[src/rtl/uart_tx_stream.sv]
// Streams FIFO bytes into the UART transmit register and shares the
// register port with a one-deep pending host access slot.
module uart_tx_stream #(
    parameter int          DEPTH    = 4,
    parameter logic [15:0] TIMEOUT  = 16'hFFFF,
    parameter logic [15:0] TRS_ADDR = 16'h000C,
    parameter logic [15:0] INT_ADDR = 16'h0010
) (
    input  logic        clk,
    input  logic        reset_n,
    input  logic        s_valid,
    input  logic [7:0]  s_data,
    output logic        s_ready,
    input  logic        stream_en,
    input  logic        flush,
    input  logic        host_req,
    input  logic        host_wr,
    input  logic [15:0] host_addr,
    input  logic [7:0]  host_wdata,
    output logic        host_ack,
    output logic [7:0]  host_rdata,
    output logic [15:0] u_addr,
    output logic        u_cs_n,
    output logic        u_wr_n,
    output logic        u_rd_n,
    output logic [7:0]  u_wdata,
    input  logic [7:0]  u_rdata,
    input  logic        u_ti,
    output logic        busy,
    output logic        timeout_err,
    output logic [4:0]  fifo_cnt
);

    localparam int AW = (DEPTH > 1) ? $clog2(DEPTH) : 1;
    localparam logic [4:0] DEPTH5 = 5'(DEPTH);

    typedef enum logic [2:0] {
        S_IDLE,
        S_WR_TRS,
        S_WAIT_TI,
        S_CLR_TI,
        S_GAP,
        S_HOST
    } state_t;

    state_t state_q, state_d;

    logic [7:0]    mem_q [DEPTH];
    logic [AW-1:0] wp_q, wp_d;
    logic [AW-1:0] rp_q, rp_d;
    logic [4:0]    cnt_q, cnt_d;

    logic          pend_q, pend_d;
    logic          pend_wr_q, pend_wr_d;
    logic [15:0]   pend_addr_q, pend_addr_d;
    logic [7:0]    pend_wdata_q, pend_wdata_d;
    logic          host_rd_q, host_rd_d;
    logic          ret_wait_q, ret_wait_d;

    logic [15:0]   tmo_q, tmo_d;
    logic          terr_q, terr_d;

    logic [15:0]   u_addr_q, u_addr_d;
    logic          u_cs_n_q, u_cs_n_d;
    logic          u_wr_n_q, u_wr_n_d;
    logic          u_rd_n_q, u_rd_n_d;
    logic [7:0]    u_wdata_q, u_wdata_d;
    logic          ack_q, ack_d;

    logic fifo_empty;
    logic fifo_full;
    logic push;
    logic start_byte;
    logic tmo_hit;
    logic wait_done;
    logic issue_host;
    logic counting;

    assign fifo_empty = (cnt_q == 5'd0);
    assign fifo_full  = (cnt_q == DEPTH5);
    assign push       = s_valid && !fifo_full && !flush;

    assign start_byte = (state_q == S_IDLE) && !pend_q
                        && stream_en && !fifo_empty;

    assign tmo_hit   = ({1'b0, tmo_q} + 17'd1) >= {1'b0, TIMEOUT};
    assign wait_done = (state_q == S_WAIT_TI) && (u_ti || tmo_hit);

    // Host only gets the port when the streamer has nothing due this cycle.
    assign issue_host = pend_q && ((state_q == S_IDLE)
                        || ((state_q == S_WAIT_TI) && !wait_done));

    assign counting = (state_q == S_WAIT_TI)
                      || ((state_q == S_HOST) && ret_wait_q);

    always_ff @(posedge clk or negedge reset_n) begin
        if (!reset_n) begin
            state_q <= S_IDLE;
        end else begin
            state_q <= state_d;
        end
    end

    always_comb begin
        state_d = state_q;
        unique case (state_q)
            S_IDLE: begin
                if (pend_q) begin
                    state_d = S_HOST;
                end else if (start_byte) begin
                    state_d = S_WR_TRS;
                end
            end
            S_WR_TRS:  state_d = S_WAIT_TI;
            S_WAIT_TI: begin
                if (wait_done) begin
                    state_d = S_CLR_TI;
                end else if (pend_q) begin
                    state_d = S_HOST;
                end
            end
            S_CLR_TI:  state_d = S_GAP;
            S_GAP:     state_d = S_IDLE;
            S_HOST:    state_d = ret_wait_q ? S_WAIT_TI : S_IDLE;
            default:   state_d = S_IDLE;
        endcase
    end

    // Port outputs are set up one cycle ahead so they leave on flops.
    always_comb begin
        u_addr_d  = u_addr_q;
        u_wdata_d = u_wdata_q;
        u_cs_n_d  = 1'b1;
        u_wr_n_d  = 1'b1;
        u_rd_n_d  = 1'b1;
        ack_d     = (state_q == S_HOST);
        if (start_byte) begin
            u_cs_n_d  = 1'b0;
            u_wr_n_d  = 1'b0;
            u_addr_d  = TRS_ADDR;
            u_wdata_d = mem_q[rp_q];
        end else if (wait_done) begin
            u_cs_n_d  = 1'b0;
            u_wr_n_d  = 1'b0;
            u_addr_d  = INT_ADDR;
            u_wdata_d = 8'h00;
        end else if (issue_host) begin
            u_cs_n_d  = 1'b0;
            u_wr_n_d  = !pend_wr_q;
            u_rd_n_d  = pend_wr_q;
            u_addr_d  = pend_addr_q;
            if (pend_wr_q) begin
                u_wdata_d = pend_wdata_q;
            end
        end
    end

    always_comb begin
        wp_d         = wp_q;
        rp_d         = rp_q;
        cnt_d        = cnt_q;
        pend_d       = pend_q;
        pend_wr_d    = pend_wr_q;
        pend_addr_d  = pend_addr_q;
        pend_wdata_d = pend_wdata_q;
        host_rd_d    = host_rd_q;
        ret_wait_d   = ret_wait_q;
        tmo_d        = tmo_q;
        terr_d       = terr_q;

        if (flush) begin
            wp_d  = '0;
            rp_d  = '0;
            cnt_d = 5'd0;
        end else begin
            if (push) begin
                wp_d = wp_q + AW'(1);
            end
            if (start_byte) begin
                rp_d = rp_q + AW'(1);
            end
            cnt_d = cnt_q + 5'(push) - 5'(start_byte);
        end

        if (issue_host) begin
            pend_d     = 1'b0;
            host_rd_d  = !pend_wr_q;
            ret_wait_d = (state_q == S_WAIT_TI);
        end else if (host_req && !pend_q) begin
            pend_d       = 1'b1;
            pend_wr_d    = host_wr;
            pend_addr_d  = host_addr;
            pend_wdata_d = host_wdata;
        end

        if (state_q == S_WR_TRS) begin
            tmo_d = 16'd0;
        end else if (counting && (tmo_q != TIMEOUT)) begin
            tmo_d = tmo_q + 16'd1;
        end

        if (flush) begin
            terr_d = 1'b0;
        end else if (wait_done && !u_ti) begin
            terr_d = 1'b1;
        end
    end

    always_ff @(posedge clk or negedge reset_n) begin
        if (!reset_n) begin
            for (int i = 0; i < DEPTH; i++) begin
                mem_q[i] <= 8'h00;
            end
        end else if (push) begin
            mem_q[wp_q] <= s_data;
        end
    end

    always_ff @(posedge clk or negedge reset_n) begin
        if (!reset_n) begin
            wp_q         <= '0;
            rp_q         <= '0;
            cnt_q        <= 5'd0;
            pend_q       <= 1'b0;
            pend_wr_q    <= 1'b0;
            pend_addr_q  <= 16'h0000;
            pend_wdata_q <= 8'h00;
            host_rd_q    <= 1'b0;
            ret_wait_q   <= 1'b0;
            tmo_q        <= 16'd0;
            terr_q       <= 1'b0;
            u_addr_q     <= 16'h0000;
            u_cs_n_q     <= 1'b1;
            u_wr_n_q     <= 1'b1;
            u_rd_n_q     <= 1'b1;
            u_wdata_q    <= 8'h00;
            ack_q        <= 1'b0;
        end else begin
            wp_q         <= wp_d;
            rp_q         <= rp_d;
            cnt_q        <= cnt_d;
            pend_q       <= pend_d;
            pend_wr_q    <= pend_wr_d;
            pend_addr_q  <= pend_addr_d;
            pend_wdata_q <= pend_wdata_d;
            host_rd_q    <= host_rd_d;
            ret_wait_q   <= ret_wait_d;
            tmo_q        <= tmo_d;
            terr_q       <= terr_d;
            u_addr_q     <= u_addr_d;
            u_cs_n_q     <= u_cs_n_d;
            u_wr_n_q     <= u_wr_n_d;
            u_rd_n_q     <= u_rd_n_d;
            u_wdata_q    <= u_wdata_d;
            ack_q        <= ack_d;
        end
    end

    assign u_addr      = u_addr_q;
    assign u_cs_n      = u_cs_n_q;
    assign u_wr_n      = u_wr_n_q;
    assign u_rd_n      = u_rd_n_q;
    assign u_wdata     = u_wdata_q;
    assign host_ack    = ack_q;
    assign host_rdata  = (ack_q && host_rd_q) ? u_rdata : 8'h00;
    assign s_ready     = !fifo_full;
    assign busy        = (state_q != S_IDLE) || !fifo_empty;
    assign timeout_err = terr_q;
    assign fifo_cnt    = cnt_q;

endmodule

[config.mk]
export PLATFORM = sky130hd
export DESIGN_NAME = uart_tx_stream
export DESIGN_NICKNAME = d
export VERILOG_FILES = /design/src/rtl/uart_tx_stream.sv
export SDC_FILE = /design/constraint.sdc
export NUM_CORES = 1
export LEC_CHECK = 0
export ABC_AREA = 1
export BUFFER_PORTS_ARGS = -buffer_cell sky130_fd_sc_hd__buf_2
export CAP_MARGIN = 15
export CORE_ASPECT_RATIO = 0.5
export CORE_MARGIN = 10
export CORE_UTILIZATION = 56
export CTS_CLUSTER_SIZE = 28
export DETAILED_ROUTE_END_ITERATION = 10
export GPL_TIMING_DRIVEN = 0
export PLACE_DENSITY = 0.85
export SLEW_MARGIN = 25
export SYNTH_ARGS = -nofsm -noshare
export SYNTH_HDL_FRONTEND = slang
export SYNTH_SLANG_ARGS = --single-unit
[constraint.sdc]
create_clock -name clk -period 3.63 [get_ports clk]
set_clock_uncertainty 0.1 [all_clocks]
set_input_delay 0 -clock clk [delete_from_list [all_inputs] [get_ports clk]]
set_output_delay 0 -clock clk [all_outputs]
set_load 0.01 [all_outputs]
==> summary.txt <==
Outcome
  – Status: finished clean

STA
  – Final hold vios: 0
  – Peak Freq: 299 MHz
  – Fin crit share: 92.1%
  – RSZ-0062 raised after global routing: false
  – Setup_tns: 0 ns
  – Max-slew headroom at the worst pin: 47.4%
  – Tightest Pin Transition: 0.786 ns
  – Slew Viols, Final: 0
  – Tmin final: 3.35 ns
  – Final setup vio count: 0

Route
  – DR iter-0 viols: 531
  – Detailed-route DRC error count: 0
  – DR vias/cell: 5.60
  – Per-cell routed wire length: 17.5 um
  – WL final: 16,200 um
  – Via count: 5,201
  – DRT Pass-1 Iters: 6
  – Antenna viol nets, final: 0

Logic synthesis
  – Syn_nets: 693
  – Area contributors post-synth: dfrtp_1 (51%), nand2_1 (12%), mux2_2 (8.0%), inv_1 (4.7%), o21ai_0 (4.0%)
  – Sequential area share after synthesis: 52.3%
  – Asr flop ratio synth: 100%
  – Most used flip-flop cell after synthesis: dfrtp_1
  – Synth Register Bits: 117
  – Cell taking the most area after synthesis: dfrtp_1
  – Yosys warns: 0
  – Yosys cell types: 32
  – Post-synth EDFFs: 0
  – Top cell type's share of synthesized area: 50.8%
  – Synth Cell Area: 0.00561 sq mm
  – Most common cell in the netlist: nand2_1
  – Mean Syn Cell Area: 8.88 sq um
  – Mapped Cells: 632
  – Synth top cells by count: nand2_1 (175), dfrtp_1 (114), inv_1 (70)

Setup path
  – Crit end category: register
  – Crit Path Class: reg -> reg
  – R2R cell count: 15
  – R2R setup slack: 0.28 ns
  – CP startpoint kind: register
  – Worst Path Max Fanout: 10
  – Arrival time worst endpoint: 3.55 ns
  – Required time worst endpoint: 3.83 ns

Clocking
  – Clk sinks: 117
  – Post_cts resized: 0
  – Cts hold-fix bufs: 38
  – Clock Latency Late Sink: 0.42 ns
  – Clk root buf: clkbuf_16
  – Num CTS Buffers: 17
  – CTS tree: built
  – H-tree depth: 4
  – CTS clk-pin slew, worst paths: 0.06 ns
  – CTS max path bufs: 2
  – Post-CTS Setup Bufs: 0

Power and ir drop
  – Clock share of power: 29.4%
  – Flop pwr share: 35.9%
  – Pint: 3.68 mW
  – Worst vdd ir: 533 uV
  – Pleak: 3.62 nW
  – Net switching power: 2.19 mW
  – Pwr dens: 808 mW/mm^2
  – Sw Ratio: 37.3%
  – Combinational share of power: 34.8%

GRT
  – Largest net degree at the start of global routing: 80
  – Initial antenna violation count: 0
  – First-pass GRT wire length: 26,300 um
  – GRT overflow: 0
  – Number of global-route vias before repair: 5,300
  – Total GRT Usage: 22.2%

Final layout
  – Finished Cell Area: 0.00726 sq mm
  – Final non-filler cell total: 929
  – Area of the multi-input gates: 0.00232 sq mm
  – Fraction of layout cells with a size suffix above 1: 25.1%
  – Ant. Diodes: 0
  – Area Overhead vs Synth: 29.4%
  – Final net count: 842
  – Filler cells: 583
  – Seq. cell area: 0.00293 sq mm

Floorplan
  – Initial Utilization: 58.4%
  – Die area: 0.0147 sq mm
  – Row count: 25
  – Die Width: 162 um
  – Core box area: 0.00960 sq mm
  – Die H: 90.8 um
  – IO Count: 92

Placement
  – Dpl hpwl: 9630 um
  – # port buffers: 91
  – Inst Count DP: 859
  – Area post-placement: 0.00627 sq mm
  – Gp weighted congestion: 0.859

Run
  – Max Cap Viol: 0

Worst hold path
  – HP Class: in -> async
kinds of logic (layout without fill, tap and decap cells):
| logic type | after synthesis | after routing | synth area share, % |
|---|---|---|---|
| mux | 40 | 40 | 8.03 |
| compound gates | 85 | 85 | 8.10 |
| simple gates | 280 | 280 | 21.4 |
| xor+xnor | 5 | 5 | 0.781 |
| buf+inv | 92 | 254 | 6.38 |
| fa+ha+maj | 13 | 13 | 3.03 |
| flops | 117 | 117 | 52.3 |
power by group through the flow:
stage / Clock [mW] / Sequential [mW] / Combinational (mW)
2_1_floorplan: 0 / 2.10 / 1.23
3_3_place_gp: 0 / 2.06 / 1.76
3_5_place_dp: 0 / 2.08 / 1.85
4_1_cts: 1.71 / 2.07 / 1.95
5_1_grt: 1.79 / 2.15 / 2.24
6_report: 1.72 / 2.11 / 2.04
worst max-delay path: stages (launching register included):
cell,delay (ns)
dfrtp_1,0.41
nor2_1,0.16
nand2_1,0.14
inv_1,0.12
nand4_1,0.27
inv_1,0.15
clkbuf_1,0.40
ha_1,0.22
inv_1,0.05
ha_1,0.22
fa_1,0.44
nand2_1,0.10
a21oi_1,0.09
nor2_1,0.12
xor2_1,0.19
nor2_1,0.06
worst paths after layout:
check | startpoint | to
hold reg to reg | u_addr[11] | u_addr[11]
setup reg to reg | state_q[2] | fifo_cnt[4]
max in group asynchronous | reset_n | u_cs_n
min in group clk | stream_en | rp_q[0]
hold / removal | reset_n | tmo_q[11]
setup / recovery | state_q[2] | fifo_cnt[4]
registers in the layout (all words and copies together) (netlist names), 2 cells and up:
signal / count
pend_wdata_q: 8
state_q: 3
u_addr: 16
fifo_cnt: 5
pend_addr_q: 16
wp_q: 2
u_wdata: 8
tmo_q: 16
mem_q: 32
rp_q: 2
per-layer routing:
layer	routed length (um)	GRT usage [%]
met5	0	0
met3	1370	5.05
met2	7920	38.5
met4	771	12.7
met1	6150	24.6
metrics by stage:
step | util (%) | worst slack, ns | total power [mW] | hold slack [ns]
2_1_floorplan | - | 0.963 | 3.33 | -0.396
3_3_place_gp | 64.9 | 0.621 | 3.83 | 0.132
6_report | 75.6 | 0.285 | 5.87 | 0.0121
3_5_place_dp | 65.3 | 0.533 | 3.94 | -0.165
5_1_grt | 75.6 | 0.00714 | 6.19 | 0.0570
4_1_cts | 75.6 | 0.377 | 5.73 | 0.0166
final cells by class:
| cell class | instances | share of cell area (%) |
|---|---|---|
| plain buffers | 16 | 1.00 |
| clock buffers | 19 | 6.10 |
| clock inverters | 13 | 2.17 |
| inverters | 76 | 3.93 |
| multi-input cells | 423 | 32.0 |
| flip-flops and latches | 117 | 40.4 |
| well taps | 135 | 2.33 |
| repair buffers | 130 | 12.1 |
layout by cell type (no fill, tap or decap), drive strengths merged:
cell type / count
a21oi: 23
a31oi: 2
buf: 98
bufinv: 3
clkbuf: 30
clkinv: 8
clkinvlp: 4
dfrtp: 114
dfstp: 3
dlygate4sd3: 37
fa: 1
ha: 12
inv: 74
mux2: 40
nand2: 186
nand3: 34
nand4: 6
nor2: 52
nor3: 1
o211ai: 1
o21a: 1
o21ai: 50
o22ai: 8
or2: 1
xnor2: 2
xor2: 3
(Power assumes the default switching activity.)
